<file path="src/rtl/mem_arbiter.sv">
// Serialises each CPU step into an optional data phase and an instruction fetch
// on one shared bus, then pulses the CPU clock enable. Optional: ARB_TIMEOUT_EN.
module mem_arbiter #(
  parameter int TIMEOUT_CYCLES = 255,
  parameter int TIMEOUT_W      = 8
) (
  input  logic        i_clk,
  input  logic        i_rst_n,
  input  logic [31:0] i_cpu_iaddr,
  input  logic [31:0] i_cpu_daddr,
  input  logic [31:0] i_cpu_dwdata,
  input  logic [3:0]  i_cpu_dwe,
  input  logic        i_cpu_drd,
  input  logic        i_cpu_stall,
  output logic        o_cpu_ce,
  output logic [31:0] o_cpu_idata,
  output logic [31:0] o_cpu_ddata,
  output logic        o_mem_req,
  output logic [31:0] o_mem_addr,
  output logic [31:0] o_mem_wdata,
  output logic [3:0]  o_mem_we,
  input  logic [31:0] i_mem_rdata,
  input  logic        i_mem_ack,
  output logic        o_timeout
);

  localparam logic [1:0] S_IDLE  = 2'd0;
  localparam logic [1:0] S_DATA  = 2'd1;
  localparam logic [1:0] S_FETCH = 2'd2;
  localparam logic [1:0] S_STEP  = 2'd3;
  localparam logic [31:0] NOP_INSN = 32'h0000_0013;

  if (2 ** TIMEOUT_W <= TIMEOUT_CYCLES || TIMEOUT_CYCLES < 1) begin : g_bad_param
    $error("mem_arbiter: TIMEOUT_W too narrow for TIMEOUT_CYCLES");
  end

  logic [1:0]  state_q, state_d;
  logic        req_q, req_d;
  logic [31:0] addr_q, addr_d;
  logic [31:0] wdata_q, wdata_d;
  logic [3:0]  we_q, we_d;
  logic        ce_q, ce_d;
  logic [31:0] idata_q, idata_d;
  logic [31:0] ddata_q, ddata_d;
  logic [31:0] iaddr_q, iaddr_d;
  logic        load_q, load_d;
  logic        in_phase;
  logic        expire;
  logic        phase_done;

  // Byte-lane offsets are resolved by the core; the bus only sees word addresses.
  logic unused_lane_bits;
  assign unused_lane_bits = ^{i_cpu_iaddr[1:0], i_cpu_daddr[1:0]};

  assign in_phase = (state_q == S_DATA) || (state_q == S_FETCH);

`ifdef ARB_TIMEOUT_EN
  logic [TIMEOUT_W-1:0] cnt_q, cnt_d;
  logic                 tmo_q, tmo_d;

  // An ack in the final allowed cycle still wins over the abort.
  assign expire = in_phase && !i_mem_ack &&
                  (cnt_q == TIMEOUT_W'(TIMEOUT_CYCLES - 1));

  always_comb begin
    cnt_d = '0;
    tmo_d = tmo_q | expire;
    if (in_phase && !phase_done) cnt_d = cnt_q + 1'b1;
  end

  always_ff @(posedge i_clk or negedge i_rst_n) begin
    if (!i_rst_n) begin
      cnt_q <= '0;
      tmo_q <= 1'b0;
    end else begin
      cnt_q <= cnt_d;
      tmo_q <= tmo_d;
    end
  end

  assign o_timeout = tmo_q;
`else
  assign expire    = 1'b0;
  assign o_timeout = 1'b0;
`endif

  assign phase_done = in_phase && (i_mem_ack || expire);

  always_comb begin
    state_d = state_q;
    req_d   = req_q;
    addr_d  = addr_q;
    wdata_d = wdata_q;
    we_d    = we_q;
    ce_d    = ce_q;
    idata_d = idata_q;
    ddata_d = ddata_q;
    iaddr_d = iaddr_q;
    load_d  = load_q;
    case (state_q)
      S_IDLE: begin
        iaddr_d = {i_cpu_iaddr[31:2], 2'b00};
        req_d   = 1'b1;
        ce_d    = 1'b0;
        if ((|i_cpu_dwe) || i_cpu_drd) begin
          state_d = S_DATA;
          addr_d  = {i_cpu_daddr[31:2], 2'b00};
          we_d    = i_cpu_dwe;
          wdata_d = i_cpu_dwdata;
          // Write wins when the core asserts both strobes.
          load_d  = i_cpu_drd && (i_cpu_dwe == 4'b0000);
        end else begin
          state_d = S_FETCH;
          addr_d  = {i_cpu_iaddr[31:2], 2'b00};
          we_d    = 4'b0000;
          load_d  = 1'b0;
        end
      end
      S_DATA: begin
        if (phase_done) begin
          if (load_q) ddata_d = expire ? 32'h0 : i_mem_rdata;
          state_d = S_FETCH;
          addr_d  = iaddr_q;
          we_d    = 4'b0000;
        end
      end
      S_FETCH: begin
        if (phase_done) begin
          idata_d = expire ? NOP_INSN : i_mem_rdata;
          state_d = S_STEP;
          req_d   = 1'b0;
          ce_d    = 1'b1;
        end
      end
      default: begin
        if (!i_cpu_stall) begin
          state_d = S_IDLE;
          ce_d    = 1'b0;
        end
      end
    endcase
  end

  always_ff @(posedge i_clk or negedge i_rst_n) begin
    if (!i_rst_n) begin
      state_q <= S_IDLE;
      req_q   <= 1'b0;
      addr_q  <= '0;
      wdata_q <= '0;
      we_q    <= '0;
      ce_q    <= 1'b0;
      idata_q <= '0;
      ddata_q <= '0;
      iaddr_q <= '0;
      load_q  <= 1'b0;
    end else begin
      state_q <= state_d;
      req_q   <= req_d;
      addr_q  <= addr_d;
      wdata_q <= wdata_d;
      we_q    <= we_d;
      ce_q    <= ce_d;
      idata_q <= idata_d;
      ddata_q <= ddata_d;
      iaddr_q <= iaddr_d;
      load_q  <= load_d;
    end
  end

  assign o_cpu_ce    = ce_q;
  assign o_cpu_idata = idata_q;
  assign o_cpu_ddata = ddata_q;
  assign o_mem_req   = req_q;
  assign o_mem_addr  = addr_q;
  assign o_mem_wdata = wdata_q;
  assign o_mem_we    = we_q;

endmodule
</file>
<file path="config.mk">
export PLATFORM = sky130hd
export DESIGN_NAME = mem_arbiter
export DESIGN_NICKNAME = d
export VERILOG_FILES = /design/src/rtl/mem_arbiter.sv
export SDC_FILE = /design/constraint.sdc
export NUM_CORES = 1
export LEC_CHECK = 0
export CORE_ASPECT_RATIO = 1.2
export CORE_MARGIN = 5
export CORE_UTILIZATION = 49
export CTS_BUF_LIST = sky130_fd_sc_hd__clkbuf_4 sky130_fd_sc_hd__clkbuf_8
export DETAILED_ROUTE_END_ITERATION = 10
export GPL_TIMING_DRIVEN = 0
export PLACE_DENSITY_LB_ADDON = 0.1
export SYNTH_ARGS = -nofsm -noshare
export SYNTH_HDL_FRONTEND = slang
export SYNTH_SLANG_ARGS = --single-unit
</file>
<file path="constraint.sdc">
create_clock -name i_clk -period 3.4 [get_ports i_clk]
set_clock_uncertainty 0.1 [all_clocks]
set_input_delay 0.68 -clock i_clk [delete_from_list [all_inputs] [get_ports i_clk]]
set_output_delay 0.68 -clock i_clk [all_outputs]
set_load 0.05 [all_outputs]
</file>
==> impl_metrics.env, run 1 <==
export IMPL_h_tree_depth=4
export IMPL_fin_util_pct=73.95
export IMPL_crit_type="reg2out"
export IMPL_io_pins=272
export IMPL_grt_overflow_total=0
export IMPL_gp_congestion=0.8334
export IMPL_via_per_inst=5.423
export IMPL_drt_iter0_drc=272
export IMPL_crit_family="buffers and inverters"
export IMPL_setup_viol=0
export IMPL_topRoutingLayerUsed="met5"
export IMPL_io_buffers=264
export IMPL_final_common_cell="clkdlybuf4s50_1"
export IMPL_maxCapViolCount=0
export IMPL_relSlewSlack_pct=38.04
export IMPL_core_um2=13820
export IMPL_cp_start_kind="register"
export IMPL_hpwl_um=14730
export IMPL_drive_gt1_share_pct=14.94
export IMPL_wl_met1_um=7298
export IMPL_antenna_cells=0
export IMPL_drc=0
export IMPL_status="completed"
export IMPL_post_cts_buffers=0
export IMPL_layout_min_cycle_time_ps=2469
export IMPL_hold_viol_final=0
export IMPL_final_cell_mix="clkdlybuf4s50_1, dfrtp_1, mux2_2"
export IMPL_clock_insertion_delay_worst_skew_ps=440
export IMPL_cts_tree="done"
export IMPL_nFillCells=947
export IMPL_ir_worst_vdd_v=0.0007646
export IMPL_cts_sinks=165
export IMPL_post_place_ws_ps=684.5
export IMPL_wl_per_cell_um=19.30
export IMPL_synth_seq_cells=165
export IMPL_clk_path_buf_depth=2
export IMPL_syn_area_um2=6900
export IMPL_areaGrowthSynthToFinish_pct=48.11
export IMPL_rows=47
export IMPL_first_pass_iters=5
export IMPL_rsz0062_at_grt="false"
export IMPL_yosysWarnings=0
export IMPL_post_cts_resized=0
export IMPL_clock_fmax_ghz=0.4050
export IMPL_critical_path_cell_chain="clkdlybuf4s50_1"
export IMPL_yosysSeqAreaShare_pct=59.84
export IMPL_p_leak_uw=0.004367
export IMPL_hp_class="in2async"
export IMPL_first_global_vias=5768
export IMPL_critPathBufInv=1
export IMPL_grt_pass1_wl_um=30990
export IMPL_fin_ws_ps=931.1
export IMPL_multi_input_area_um2=2529
export IMPL_cts_root_buf="clkbuf_8"
export IMPL_initial_core_util_pct=49.93
export IMPL_finalPower_uw=12030
export IMPL_end_kind="primary output"
export IMPL_period_share_pct=72.61
export IMPL_drv_slew=0
export IMPL_postSynthCellCount=531
export IMPL_worst_pin_slew_ps=929.4
export IMPL_ys_top_cells_by_area="dfrtp_1, mux2_2, mux2_1"
export IMPL_totalWireLength_um=19320
export IMPL_cp_slowest_cell="clkdlybuf4s50_1"
export IMPL_dieArea_um2=16570
export IMPL_die_x_um=118.3
export IMPL_synth_top_cell_area_share_pct=59.84
export IMPL_synth_avg_cell_area_um2=13.00
export IMPL_grt_max_degree=100
export IMPL_crit_required_ps=2620
export IMPL_synthDistinctLibCells=30
export IMPL_power_density_nw_per_um2=1178
export IMPL_layout_nets=958
export IMPL_seq_area_um2=4129
export IMPL_antenna_found_initial=1
export IMPL_cpPeakStageDelay_ps=860
export IMPL_postCtsHoldBufs=0
export IMPL_via_count=5428
export IMPL_worstPathArrival_ps=1690
export IMPL_cts_buffers=17
export IMPL_clk_pin_slew_ps=80
export IMPL_grt_usage_pct=23.20
export IMPL_chipHeight_um=140.0
export IMPL_met3_length_um=1388
export IMPL_design_area_um2=10220
export IMPL_synth_top_area_cell="dfrtp_1"
export IMPL_critPathMaxFanout=4
export IMPL_dpl_instance_area_um2=9793
export IMPL_postRouteAntennaNets=0
export IMPL_wl_met2_um=10230
## synth_stat cells, drive strengths merged
cell type	n
and3	1
nor3	60
a21boi	1
ha	4
nand2	37
nor3b	1
o22ai	2
nand3	3
dfrtp	165
a221oi	1
nor2	3
inv	5
nand4	1
o31ai	31
nor2b	2
a21oi	31
buf	23
nor4	1
mux2	126
and2b	1
o21ai	6
clkbuf	17
nand2b	2
conb	1
mux2i	5
o211ai	1
## cell type report
class,instances,share of cell area [%]
sequential,165,40.40
timing repair buffer,265,26.14
multi-input combinational,323,24.74
clock buffer,20,2.693
buffer,40,2.265
tap,171,2.094
clock inverter,12,1.481
inverter,5,0.1836
## metrics by stage
stage	hold slack, ps	std cells	TNS, ps
6_report	235.9	1001	0
3_3_place_gp	361.7	968	-795910
5_1_grt	286.4	1001	0
2_1_floorplan	284.4	533	0
4_1_cts	247.7	1001	0
3_5_place_dp	369.8	969	0
## state kept, by name, indices dropped and copies added, names as in the netlist
register / flops
o_cpu_idata: 32
load_q: 1
o_cpu_ce: 1
iaddr_q: 30
state_q: 2
o_mem_we: 4
o_mem_req: 1
o_mem_wdata: 32
o_cpu_ddata: 32
o_mem_addr: 30
## report_power, final
part | internal [uW] | switching [uW]
registers | 2960 | 531
logic | 2570 | 4490
clock network | 784 | 703
## worst paths after layout
check                      cells past startpoint  slack [ps]                  startpoint                          end
min in group i_clk                             2         390  o_mem_addr[29]$_DFFE_PN0P_   o_mem_addr[29]$_DFFE_PN0P_
setup reg to reg                               8        1150      state_q[0]$_DFFE_PN0P_    o_mem_addr[7]$_DFFE_PN0P_
hold reg to reg                                2         390  o_mem_addr[29]$_DFFE_PN0P_   o_mem_addr[29]$_DFFE_PN0P_
max in group asynchronous                      2        2120                     i_rst_n    o_mem_addr[7]$_DFFE_PN0P_
hold / removal                                 1         240                     i_rst_n  o_mem_wdata[29]$_DFFE_PN0P_
setup / recovery                               1         930        o_cpu_ce$_DFFE_PN0P_                     o_cpu_ce
## kinds of logic after synthesis
kind of cell | synth area share, %
AOI/OAI and AO/OA | 6.582
adders and majority gates | 0.7253
buffers and inverters | 3.626
DFF | 59.84
muxes | 21.29
other | 0.05434
and+or+nand+nor | 7.888
## layer usage
| layer | vias up | GRT usage (%) |
|---|---|---|
| met4 | 2 | 7.246 |
| met3 | 28 | 7.137 |
| met1 | 2696 | 27.14 |
| met5 | - | 0 |
| met2 | 234 | 40.77 |
| li1 | 2468 | - |
Power figures use the tool's default switching activity.
==> run 2: changes to the inputs <==
CORE_UTILIZATION = 45   (was 49)
clock period = 2.5 ns   (was 3.4 ns; I/O delays follow)
==> impl_metrics.env, run 2 (synthesis results as in run 1) <==
export IMPL_postCtsHoldBufs=1
export IMPL_p_leak_uw=0.004389
export IMPL_cp_slowest_cell="clkdlybuf4s50_1"
export IMPL_power_internal_uw=8792
export IMPL_crit_family="buffers and inverters"
export IMPL_drc=0
export IMPL_totalWireLength_um=19100
export IMPL_seq_area_um2=4129
export IMPL_chipHeight_um=145.7
export IMPL_io_pins=272
export IMPL_seq_power_share_pct=28.7
export IMPL_status="completed"
export IMPL_cts_root_buf="clkbuf_8"
export IMPL_h_tree_depth=4
export IMPL_antenna_cells=0
export IMPL_power_density_nw_per_um2=1602
export IMPL_hpwl_um=14660
export IMPL_clock_insertion_delay_worst_skew_ps=450
export IMPL_cp_start_kind="register"
export IMPL_dieArea_um2=17920
export IMPL_rsz0062_at_grt="false"
export IMPL_grt_max_degree=113
export IMPL_p_sw_share_pct=46.77
export IMPL_grt_overflow_total=0
export IMPL_maxCapViolCount=0
export IMPL_io_buffers=264
export IMPL_grt_usage_pct=21.94
export IMPL_period_share_pct=92.29
export IMPL_hold_viol_final=0
export IMPL_combPwrFrac_pct=57.9
export IMPL_cpPeakStageDelay_ps=870
export IMPL_multi_input_area_um2=2529
export IMPL_r2r_slack_ps=230
export IMPL_final_common_cell="clkdlybuf4s50_1"
export IMPL_worst_pin_slew_ps=610.8
export IMPL_final_cell_mix="clkdlybuf4s50_1, dfrtp_1, mux2_2"
export IMPL_relSlewSlack_pct=59.28
export IMPL_power_frac_clock_pct=13.3
export IMPL_wl_per_cell_um=18.45
export IMPL_drv_slew=0
export IMPL_via_per_inst=5.225
export IMPL_cts_tree="done"
export IMPL_first_pass_iters=4
export IMPL_switchingPower_uw=7725
export IMPL_critPathBufInv=1
export IMPL_setup_viol=0
export IMPL_initial_core_util_pct=45.94
export IMPL_dpl_instance_area_um2=9838
export IMPL_clk_pin_slew_ps=80
export IMPL_cts_sinks=165
export IMPL_gp_congestion=0.8578
export IMPL_worstPathArrival_ps=1710
export IMPL_design_area_um2=10310
export IMPL_postRouteAntennaNets=0
export IMPL_finalHoldWorstSlack_ps=384.9
export IMPL_post_cts_buffers=0
export IMPL_antenna_found_initial=0
export IMPL_core_um2=15020
export IMPL_grt_pass1_wl_um=31020
export IMPL_layout_min_cycle_time_ps=2307
export IMPL_drive_gt1_share_pct=14.92
export IMPL_ir_worst_vdd_v=0.0007551
export IMPL_rows=49
export IMPL_finalPower_uw=16520
export IMPL_end_kind="primary output"
export IMPL_critPathMaxFanout=4
export IMPL_cts_buffers=17
export IMPL_via_count=5408
export IMPL_fin_setup_tns_ps=0
export IMPL_hp_class="reg2reg"
export IMPL_nFillCells=1149
export IMPL_clock_fmax_ghz=0.4334
export IMPL_crit_required_ps=1900
export IMPL_crit_type="reg2out"
export IMPL_layout_nets=959
export IMPL_first_global_vias=5824
export IMPL_post_cts_resized=0
export IMPL_critical_path_cell_chain="clkdlybuf4s50_1"
export IMPL_areaGrowthSynthToFinish_pct=49.39
export IMPL_clk_path_buf_depth=2
export IMPL_die_x_um=123.0
export IMPL_drt_iter0_drc=292
-- run 2: changes by cell type in the layout (fill, tap and decap cells not counted), sizes merged --
cell	delta
bufinv	+2
clkbuf	+3
clkinv	-4
dlygate4sd3	+1
inv	-1
-- run 2: worst reg2reg max path, stage by stage (launching register included) --
cell and delay (ps):
dfrtp_1 420, inv_1 160, ha_1 310, buf_2 290
clkbuf_1 450, nor3_1 150, o31ai_1 290
-- run 2: area by class of cell --
class                      count  share of cell area (%)
sequential                   165                   40.05
tap                          204                   2.476
clock buffer                  23                   2.767
inverter                       5                  0.1821
clock inverter                 9                   1.699
multi-input combinational    323                   24.53
timing repair buffer         266                   26.05
buffer                        40                   2.245
-- run 2: power by group through the flow --
stage	Sequential (uW)	Combinational, uW	Clock (uW)
5_1_grt	4930	10100	2360
3_3_place_gp	4730	9460	0
4_1_cts	4750	9660	2240
3_5_place_dp	4800	9650	0
2_1_floorplan	8450	2620	0
6_report	4750	9570	2200
-- run 2: final timing paths --
path / from / end / depth (start not counted)
setup / recovery: o_cpu_ce$_DFFE_PN0P_ / o_cpu_ce / 1
hold / removal: o_mem_addr[4]$_DFFE_PN0P_ / o_mem_addr[4]$_DFFE_PN0P_ / 2
setup reg to reg: state_q[1]$_DFFE_PN0P_ / o_mem_addr[25]$_DFFE_PN0P_ / 6
hold reg to reg: o_mem_addr[4]$_DFFE_PN0P_ / o_mem_addr[4]$_DFFE_PN0P_ / 2
max in group asynchronous: i_rst_n / iaddr_q[10]$_DFFE_PN0P_ / 3
min in group asynchronous: i_rst_n / o_mem_wdata[12]$_DFFE_PN0P_ / 2
-- run 2: metrics by stage --
step / worst slack (ps) / utilization (%) / instances
2_1_floorplan: 625.8 / - / 533
3_3_place_gp: -5632 / 65.28 / 1001
3_5_place_dp: -47.17 / 65.50 / 1002
4_1_cts: 160.9 / 68.63 / 1035
5_1_grt: 47.93 / 68.63 / 1035
6_report: 192.7 / 68.63 / 1035
-- run 2: per-layer routing --
metal,track usage [%],wire length [um],up-vias
met2,36.14,9638,223
li1,-,-,2476
met4,7.645,485,0
met5,0,0,-
met3,6.376,1457,40
met1,27.49,7517,2669
==> run 3: changes to the inputs <==
CTS_CLUSTER_DIAMETER = 40   (was default)
==> results of run 3 <==
Final layout, timing and power as in run 2 (identical DEF).
